[config.mk]
export PLATFORM = sky130hd
export DESIGN_NAME = vector_sequencer
export DESIGN_NICKNAME = d
export VERILOG_FILES = /design/src/rtl/vector_sequencer.sv
export SDC_FILE = /design/constraint.sdc
export NUM_CORES = 1
export LEC_CHECK = 0
export ABC_AREA = 1
export CAP_MARGIN = 20
export CORE_AREA = 2 2 212 214
export DETAILED_ROUTE_END_ITERATION = 8
export DIE_AREA = 0 0 214 216
export HOLD_SLACK_MARGIN = 0.1
export MAX_ROUTING_LAYER = met4
export PLACE_DENSITY_LB_ADDON = 0.12
export SLEW_MARGIN = 20
export SYNTH_ARGS = -nofsm -noshare
export SYNTH_HDL_FRONTEND = slang
export SYNTH_SLANG_ARGS = --single-unit
[constraint.sdc]
create_clock -name clock -period 4.8 [get_ports clock]
set_input_delay 0.72 -clock clock [delete_from_list [all_inputs] [get_ports clock]]
set_output_delay 0.72 -clock clock [all_outputs]
set_load 0.03 [all_outputs]
[src/rtl/vector_sequencer.sv]
// vector_sequencer: fetches vector words plus opcode/param from vector memory,
// decodes REPEAT / STOP / JUMP / MARK opcodes and streams one vector per tester
// cycle to the timing generator over a valid/ready handshake.
//
// Ports:
//   clock, reset      clock and asynchronous active-low reset
//   start, abort      pattern control pulses (abort has priority)
//   vec_count         number of vectors; reaching index==vec_count ends the pattern
//   mem_rd_en/addr    memory read request (data returns one cycle later)
//   mem_rd_data/op/param  {wft,period,wfc}, opcode and opcode parameter
//   vec_valid/ready   handshake to the timing generator
//   vec_wft/period/wfc    presented vector fields
//   vector_index      memory address of the presented vector
//   cycle_number      accepted vectors since start
//   busy, done        pattern running / one-cycle normal-end pulse
//   breakpoint        sticky: STOP opcode completed
//   op_error          sticky: REPEAT and JUMP set on the same vector
module vector_sequencer #(
    parameter int unsigned ADDR_W   = 10,
    parameter int unsigned WFT_W    = 4,
    parameter int unsigned WFC_W    = 184,
    parameter int unsigned PERIOD_W = 32,
    parameter int unsigned CNT_W    = 32
) (
    input  logic                              clock,
    input  logic                              reset,
    input  logic                              start,
    input  logic                              abort,
    input  logic [ADDR_W-1:0]                 vec_count,
    output logic                              mem_rd_en,
    output logic [ADDR_W-1:0]                 mem_addr,
    input  logic [WFT_W+PERIOD_W+WFC_W-1:0]   mem_rd_data,
    input  logic [3:0]                        mem_rd_op,
    input  logic [CNT_W-1:0]                  mem_rd_param,
    output logic                              vec_valid,
    input  logic                              vec_ready,
    output logic [WFT_W-1:0]                  vec_wft,
    output logic [PERIOD_W-1:0]               vec_period,
    output logic [WFC_W-1:0]                  vec_wfc,
    output logic [ADDR_W-1:0]                 vector_index,
    output logic [CNT_W-1:0]                  cycle_number,
    output logic                              busy,
    output logic                              done,
    output logic                              breakpoint,
    output logic                              op_error
);

    localparam int unsigned DATA_W = WFT_W + PERIOD_W + WFC_W;

    typedef enum logic [1:0] {
        S_IDLE  = 2'd0,
        S_FETCH = 2'd1,
        S_LOAD  = 2'd2,
        S_ISSUE = 2'd3
    } state_t;

    state_t              state_q,      state_d;
    logic [ADDR_W-1:0]   index_q,      index_d;
    logic [ADDR_W-1:0]   mark_q,       mark_d;
    logic [CNT_W-1:0]    loop_cnt_q,   loop_cnt_d;
    logic                loop_act_q,   loop_act_d;
    logic [CNT_W-1:0]    rep_q,        rep_d;
    logic                stop_q,       stop_d;
    logic                jump_q,       jump_d;
    logic [CNT_W-1:0]    param_q,      param_d;
    logic [CNT_W-1:0]    cycle_q,      cycle_d;
    logic                vec_valid_q,  vec_valid_d;
    logic [WFT_W-1:0]    wft_q,        wft_d;
    logic [PERIOD_W-1:0] period_q,     period_d;
    logic [WFC_W-1:0]    wfc_q,        wfc_d;
    logic                mem_rd_en_q,  mem_rd_en_d;
    logic [ADDR_W-1:0]   mem_addr_q,   mem_addr_d;
    logic                busy_q,       busy_d;
    logic                done_q,       done_d;
    logic                bp_q,         bp_d;
    logic                err_q,        err_d;

    // Helpers for the accept decision in ISSUE
    logic [ADDR_W-1:0]   idx_inc;
    logic [CNT_W-1:0]    loop_src;
    logic                jump_take;

    assign idx_inc  = ADDR_W'(index_q + ADDR_W'(1));
    // First visit of a JUMP vector loads the loop count from its parameter
    assign loop_src = loop_act_q ? loop_cnt_q : param_q;
    assign jump_take = jump_q && (loop_src != '0);

    // Next-state and registered-output computation
    always_comb begin
        state_d     = state_q;
        index_d     = index_q;
        mark_d      = mark_q;
        loop_cnt_d  = loop_cnt_q;
        loop_act_d  = loop_act_q;
        rep_d       = rep_q;
        stop_d      = stop_q;
        jump_d      = jump_q;
        param_d     = param_q;
        cycle_d     = cycle_q;
        wft_d       = wft_q;
        period_d    = period_q;
        wfc_d       = wfc_q;
        bp_d        = bp_q;
        err_d       = err_q;
        done_d      = 1'b0;
        mem_rd_en_d = 1'b0;
        mem_addr_d  = mem_addr_q;
        vec_valid_d = 1'b0;
        busy_d      = 1'b0;

        if (abort) begin
            // Abort beats everything, including a simultaneous accept or start
            state_d = S_IDLE;
        end else begin
            case (state_q)
                S_IDLE: begin
                    if (start) begin
                        cycle_d    = '0;
                        index_d    = '0;
                        mark_d     = '0;
                        loop_cnt_d = '0;
                        loop_act_d = 1'b0;
                        rep_d      = '0;
                        bp_d       = 1'b0;
                        err_d      = 1'b0;
                        if (vec_count == '0) begin
                            done_d = 1'b1;
                        end else begin
                            state_d = S_FETCH;
                        end
                    end
                end

                S_FETCH: begin
                    state_d = S_LOAD;
                end

                S_LOAD: begin
                    wft_d    = mem_rd_data[DATA_W-1 -: WFT_W];
                    period_d = mem_rd_data[WFC_W +: PERIOD_W];
                    wfc_d    = mem_rd_data[WFC_W-1:0];
                    stop_d   = mem_rd_op[1];
                    // REPEAT wins when both REPEAT and JUMP are set
                    jump_d   = mem_rd_op[2] & ~mem_rd_op[0];
                    param_d  = mem_rd_param;
                    // rep holds the number of extra issues beyond the first
                    if (mem_rd_op[0] && (mem_rd_param > CNT_W'(1))) begin
                        rep_d = CNT_W'(mem_rd_param - CNT_W'(1));
                    end else begin
                        rep_d = '0;
                    end
                    if (mem_rd_op[0] && mem_rd_op[2]) begin
                        err_d = 1'b1;
                    end
                    if (mem_rd_op[3]) begin
                        mark_d = index_q;
                    end
                    state_d = S_ISSUE;
                end

                S_ISSUE: begin
                    if (vec_ready) begin
                        cycle_d = CNT_W'(cycle_q + CNT_W'(1));
                        if (rep_q != '0) begin
                            rep_d = CNT_W'(rep_q - CNT_W'(1));
                        end else if (stop_q) begin
                            bp_d    = 1'b1;
                            state_d = S_IDLE;
                        end else if (jump_take) begin
                            loop_act_d = 1'b1;
                            loop_cnt_d = CNT_W'(loop_src - CNT_W'(1));
                            index_d    = mark_q;
                            state_d    = S_FETCH;
                        end else begin
                            if (jump_q) begin
                                loop_act_d = 1'b0;
                            end
                            index_d = idx_inc;
                            if (idx_inc == vec_count) begin
                                done_d  = 1'b1;
                                state_d = S_IDLE;
                            end else begin
                                state_d = S_FETCH;
                            end
                        end
                    end
                end

                default: begin
                    state_d = S_IDLE;
                end
            endcase
        end

        // Outputs derived from the next state so they are registered with it
        if (state_d == S_FETCH) begin
            mem_rd_en_d = 1'b1;
            mem_addr_d  = index_d;
        end
        vec_valid_d = (state_d == S_ISSUE);
        busy_d      = (state_d != S_IDLE);
    end

    // State and output registers
    always_ff @(posedge clock or negedge reset) begin
        if (!reset) begin
            state_q     <= S_IDLE;
            index_q     <= '0;
            mark_q      <= '0;
            loop_cnt_q  <= '0;
            loop_act_q  <= 1'b0;
            rep_q       <= '0;
            stop_q      <= 1'b0;
            jump_q      <= 1'b0;
            param_q     <= '0;
            cycle_q     <= '0;
            vec_valid_q <= 1'b0;
            wft_q       <= '0;
            period_q    <= '0;
            wfc_q       <= '0;
            mem_rd_en_q <= 1'b0;
            mem_addr_q  <= '0;
            busy_q      <= 1'b0;
            done_q      <= 1'b0;
            bp_q        <= 1'b0;
            err_q       <= 1'b0;
        end else begin
            state_q     <= state_d;
            index_q     <= index_d;
            mark_q      <= mark_d;
            loop_cnt_q  <= loop_cnt_d;
            loop_act_q  <= loop_act_d;
            rep_q       <= rep_d;
            stop_q      <= stop_d;
            jump_q      <= jump_d;
            param_q     <= param_d;
            cycle_q     <= cycle_d;
            vec_valid_q <= vec_valid_d;
            wft_q       <= wft_d;
            period_q    <= period_d;
            wfc_q       <= wfc_d;
            mem_rd_en_q <= mem_rd_en_d;
            mem_addr_q  <= mem_addr_d;
            busy_q      <= busy_d;
            done_q      <= done_d;
            bp_q        <= bp_d;
            err_q       <= err_d;
        end
    end

    assign mem_rd_en    = mem_rd_en_q;
    assign mem_addr     = mem_addr_q;
    assign vec_valid    = vec_valid_q;
    assign vec_wft      = wft_q;
    assign vec_period   = period_q;
    assign vec_wfc      = wfc_q;
    assign vector_index = index_q;
    assign cycle_number = cycle_q;
    assign busy         = busy_q;
    assign done         = done_q;
    assign breakpoint   = bp_q;
    assign op_error     = err_q;

endmodule

==> results.md <==
- The H-tree depth is 2.
- The share of layout cells above drive strength 1 is 4.453%.
- From left edge to right edge, the die measures 214 um.
- Data on the critical path arrives at its endpoint at 4200 ps.
- TritonCTS built the clock tree.
- In the global route stage, overall resource usage came out at 28.89%.
- After legalization and detailed placement, the total HPWL measured 49350 um.
- In this run the post-CTS setup repair buffer count came out at 0.
- The time the worst path needs with I/O delays and setup is 3767 ps.
- The final weighted congestion in routability-driven placement is 0.9434.
- In the synthesized netlist the async set-or-reset flop fraction comes to 100.0%.
- The number of iterations in the first detailed-routing pass is 6.
- The cell area after synthesis is 18960 um^2.
- The worst setup slack after placement is 1046 ps.
- Dividing the detail-routed via count by the number of cells gives 4.956.
- The number of nets in the synthesized netlist is 2780.
- The final layout contains routed wiring with a total length of 65570 um.
- For this run, the register share of the synthesized area comes to 51.35%.
- The clock transition time at the flip-flop clock pins of the worst setup and hold paths is 60 ps.
- The number of antenna violations at the first check in global routing is 6.
- Across the VDD grid, the largest voltage drop is 0.5231 mV.
- The number of max-slew violations in the final report is 0.
- Internal power comes to 9.070 mW.
- For the final routed database, the setup TNS stands at 0 ps.
- The initial utilization of the core area, before any placement, comes to 43.25%.
- For the worst setup path, the data required time is 5230 ps.
- The number of gates resized after CTS was 0.
- The utilization after layout is 60.32%.
- The element type at the critical path end is a flop.
- The measured slew at the worst slew-check pin is 1003 ps.
- The first global-routing pass estimated 101500 um of wire.
- The synthesized design contains 389 register bits.
- The number of buffers added on ports is 548.
- The period utilization is 78.49%.
- The final non-filler cell area is 26440 um^2.
- The average footprint of a synthesized cell is 7.586 um^2.
- In this run the standard cell core region covers 43840 um^2.
- The gate count after technology mapping is 2499.
- The area growth from synthesis to layout is 39.47%.
- In the synthesized netlist the dominant register cell turns out to be dfrtp_1.
- In the post-route analysis, the smallest setup slack over all paths is 1033 ps.
- The first routing iteration left 1357 violations.
- Yosys mapped a number of flops with a built-in enable equal to 0.
- The path category of the worst min-delay check is in -> async.
- The post-detailed-placement cell area is 24990 um^2.
- Entering global routing, the biggest net connects 161 pins.
- The clock root buffer is clkbuf_16.
- The number of buffers on the longest clock path is 3.
- The analysis attributes to net switching a power of 6.941 mW.
- The number of failing hold endpoints at the final stage is 0.
- The total power divided by cell area is 605.6 nW/um^2.
- The final route contains 18100 vias.
- The relative slew slack is 33.12%.
- Per report_power, the sequential group accounts for 31.7% of the total.
- Max-cap violations in this run came to 0.
- The type of the setup path with the least slack is reg -> reg.
- The post-detailed-route count of antenna-violating nets is 0.
- The insertion delay to the later sink of the worst-skew pair is 570 ps.
- The via count of the first global-routing pass is 17820.
- In the routed design, unresolved DRC markers number 0.
- The number of hold buffers added after CTS was 0.
- Static timing analysis puts the maximum clock frequency at 0.2654 GHz.
- The worst-path maximum fanout is 27.
- The floorplan step set the die height to 216 um.
- The remaining global-route overflow is 0.
- STA classifies the critical path startpoint as a flop.
- The number of core rows is 77.
- In the final routed layout, each cell accounts on average for 17.96 um.
- The Yosys step of the flow raised 0 warnings.
- The area of the die is 46220 um^2.
- At the end of the flow, the number of nets in the layout was 3303.
- Setup repair after global routing left no endpoint under its margin.
- The clock network is responsible for 21.1% of the overall power.
- The setup-violating endpoint count in the final report is 0.
- The number of clock buffers inserted by TritonCTS is 45.
- In this run the static leakage power is 12.71 nW.
- The worst clock skew is 14.65 ps.
- 549 I/O pins were placed.
- Net switching is 43.35% of the power.
- The flow ran to the end, and the final reports show no timing, DRC or antenna violations.
- CTS saw 389 sinks.
- Combinational logic burns 47.3% of the power.
- The number of library cell types mapped by synthesis is 46.
Yosys cell counts, types with 6 or more instances:
cell | n | area, um^2
a21oi_1 | 43 | 215.2
buf_1 | 10 | 37.54
buf_2 | 7 | 35.03
clkbuf_1 | 65 | 244.0
dfrtp_1 | 389 | 9734
ha_1 | 10 | 125.1
inv_1 | 205 | 769.5
nand2_1 | 1107 | 4155
nand2_2 | 15 | 93.84
nand3_1 | 101 | 505.5
nand4_1 | 29 | 181.4
nor2_1 | 187 | 701.9
nor2_2 | 6 | 37.54
nor3_1 | 25 | 125.1
nor4_1 | 16 | 100.1
o21ai_0 | 124 | 620.6
o22ai_1 | 26 | 162.7
o31ai_1 | 8 | 60.06
xnor2_1 | 23 | 201.4
xor2_1 | 37 | 324.1
cell families (layout without fill, tap and decap cells):
group / count (synthesis) / after routing / share of synthesized area (%)
xor+xnor: 60 / 60 / 2.772
buf+inv: 304 / 859 / 6.362
fa+ha+maj: 10 / 10 / 0.6600
compound gates: 229 / 229 / 6.851
flops: 389 / 389 / 51.35
other cells: 0 / 6 / 0
simple gates: 1507 / 1507 / 32.01
final timing paths:
path / start / to / slack (ps) / cells past startpoint
min: reset / vec_wfc[34]$_DFFE_PN0P_ / 250 / 1
max reg2reg: loop_act_q$_DFFE_PN0P_ / loop_cnt_q[25]$_DFFE_PN0P_ / 1030 / 17
max: loop_act_q$_DFFE_PN0P_ / loop_cnt_q[25]$_DFFE_PN0P_ / 1030 / 17
min in group clock: vec_wfc[51]$_DFFE_PN0P_ / vec_wfc[51]$_DFFE_PN0P_ / 460 / 2
min reg2reg: vec_wfc[51]$_DFFE_PN0P_ / vec_wfc[51]$_DFFE_PN0P_ / 460 / 2
max in group asynchronous: reset / param_q[9]$_DFFE_PN0P_ / 3290 / 2
per-stage QoR:
stage	cells	hold WS [ps]	total power, mW
final	3652	248.0	16.01
after global routing	3652	320.0	16.95
after CTS	3645	276.8	16.11
after detailed placement	3566	457.3	12.63
after global placement	3566	452.6	12.56
after floorplan	2499	424.4	9.380
critical path: stages, from the launching register on:
cell and delay (ps):
dfrtp_1 670, inv_2 330, nand2_1 140, nand2_1 150, inv_1 90, ha_1 190, nand3_1 90, nor2_1 210
nand3_2 190, nor2_2 200, nand2_4 120, nand2_4 160, inv_2 80, nand4_1 440, buf_4 320, inv_1 110
nand2_1 90, o22ai_2 60
routing by layer:
layer	vias up	GRT usage [%]	wire length [um]
met4	0	10.98	2424
met3	117	7.019	4382
li1	8881	-	-
met2	554	46.47	31510
met1	8547	35.26	27260
met5	-	-	0
final cells by class:
cell class | count | area (um^2)
fill | 3982 | 17400
sequential | 389 | 9734
multi-input combinational | 1806 | 8030
timing repair buffer | 568 | 5690
clock buffer | 60 | 1242
inverter | 212 | 800.8
tap | 592 | 740.7
clock inverter | 19 | 186.4
antenna | 6 | 15.01
power by group through the flow:
stage,registers [mW],logic [mW],clock network (mW)
5_1_grt,5.20,8.16,3.59
3_3_place_gp,5.06,7.50,0
4_1_cts,5.06,7.58,3.46
2_1_floorplan,6.73,2.65,0
3_5_place_dp,5.09,7.54,0
6_report,5.07,7.57,3.37
cells in the final DEF, fill, tap and decap left out, types with 6 or more instances in the layout:
| cell | Yosys | layout |
|---|---|---|
| a21oi_1 | 43 | 43 |
| buf_4 | 4 | 16 |
| nor3_1 | 25 | 25 |
| nor2_2 | 6 | 6 |
| nor4_1 | 16 | 16 |
| nand2_1 | 1107 | 1107 |
| ha_1 | 10 | 10 |
| nand4_1 | 29 | 29 |
| nor2_1 | 187 | 186 |
| nand2_2 | 15 | 15 |
| diode_2 | 0 | 6 |
| xor2_1 | 37 | 37 |
| clkbuf_1 | 65 | 9 |
| xnor2_1 | 23 | 23 |
| o22ai_1 | 26 | 26 |
| clkbuf_16 | 0 | 45 |
| dfrtp_1 | 389 | 389 |
| nand3_1 | 101 | 101 |
| clkinv_2 | 0 | 11 |
| inv_1 | 205 | 205 |
| clkbuf_8 | 0 | 6 |
| clkdlybuf4s50_1 | 0 | 547 |
| o21ai_0 | 124 | 124 |
| o31ai_1 | 8 | 7 |
registers in the layout, indices dropped and copies added, names as in the netlist, 2 cells and up:
signal        cells
state_q           2
mark_q           10
vector_index     10
param_q          32
cycle_number     32
vec_wfc         184
loop_cnt_q       32
vec_wft           4
rep_q            32
mem_addr         10
vec_period       32
Power figures use the tool's default switching activity.
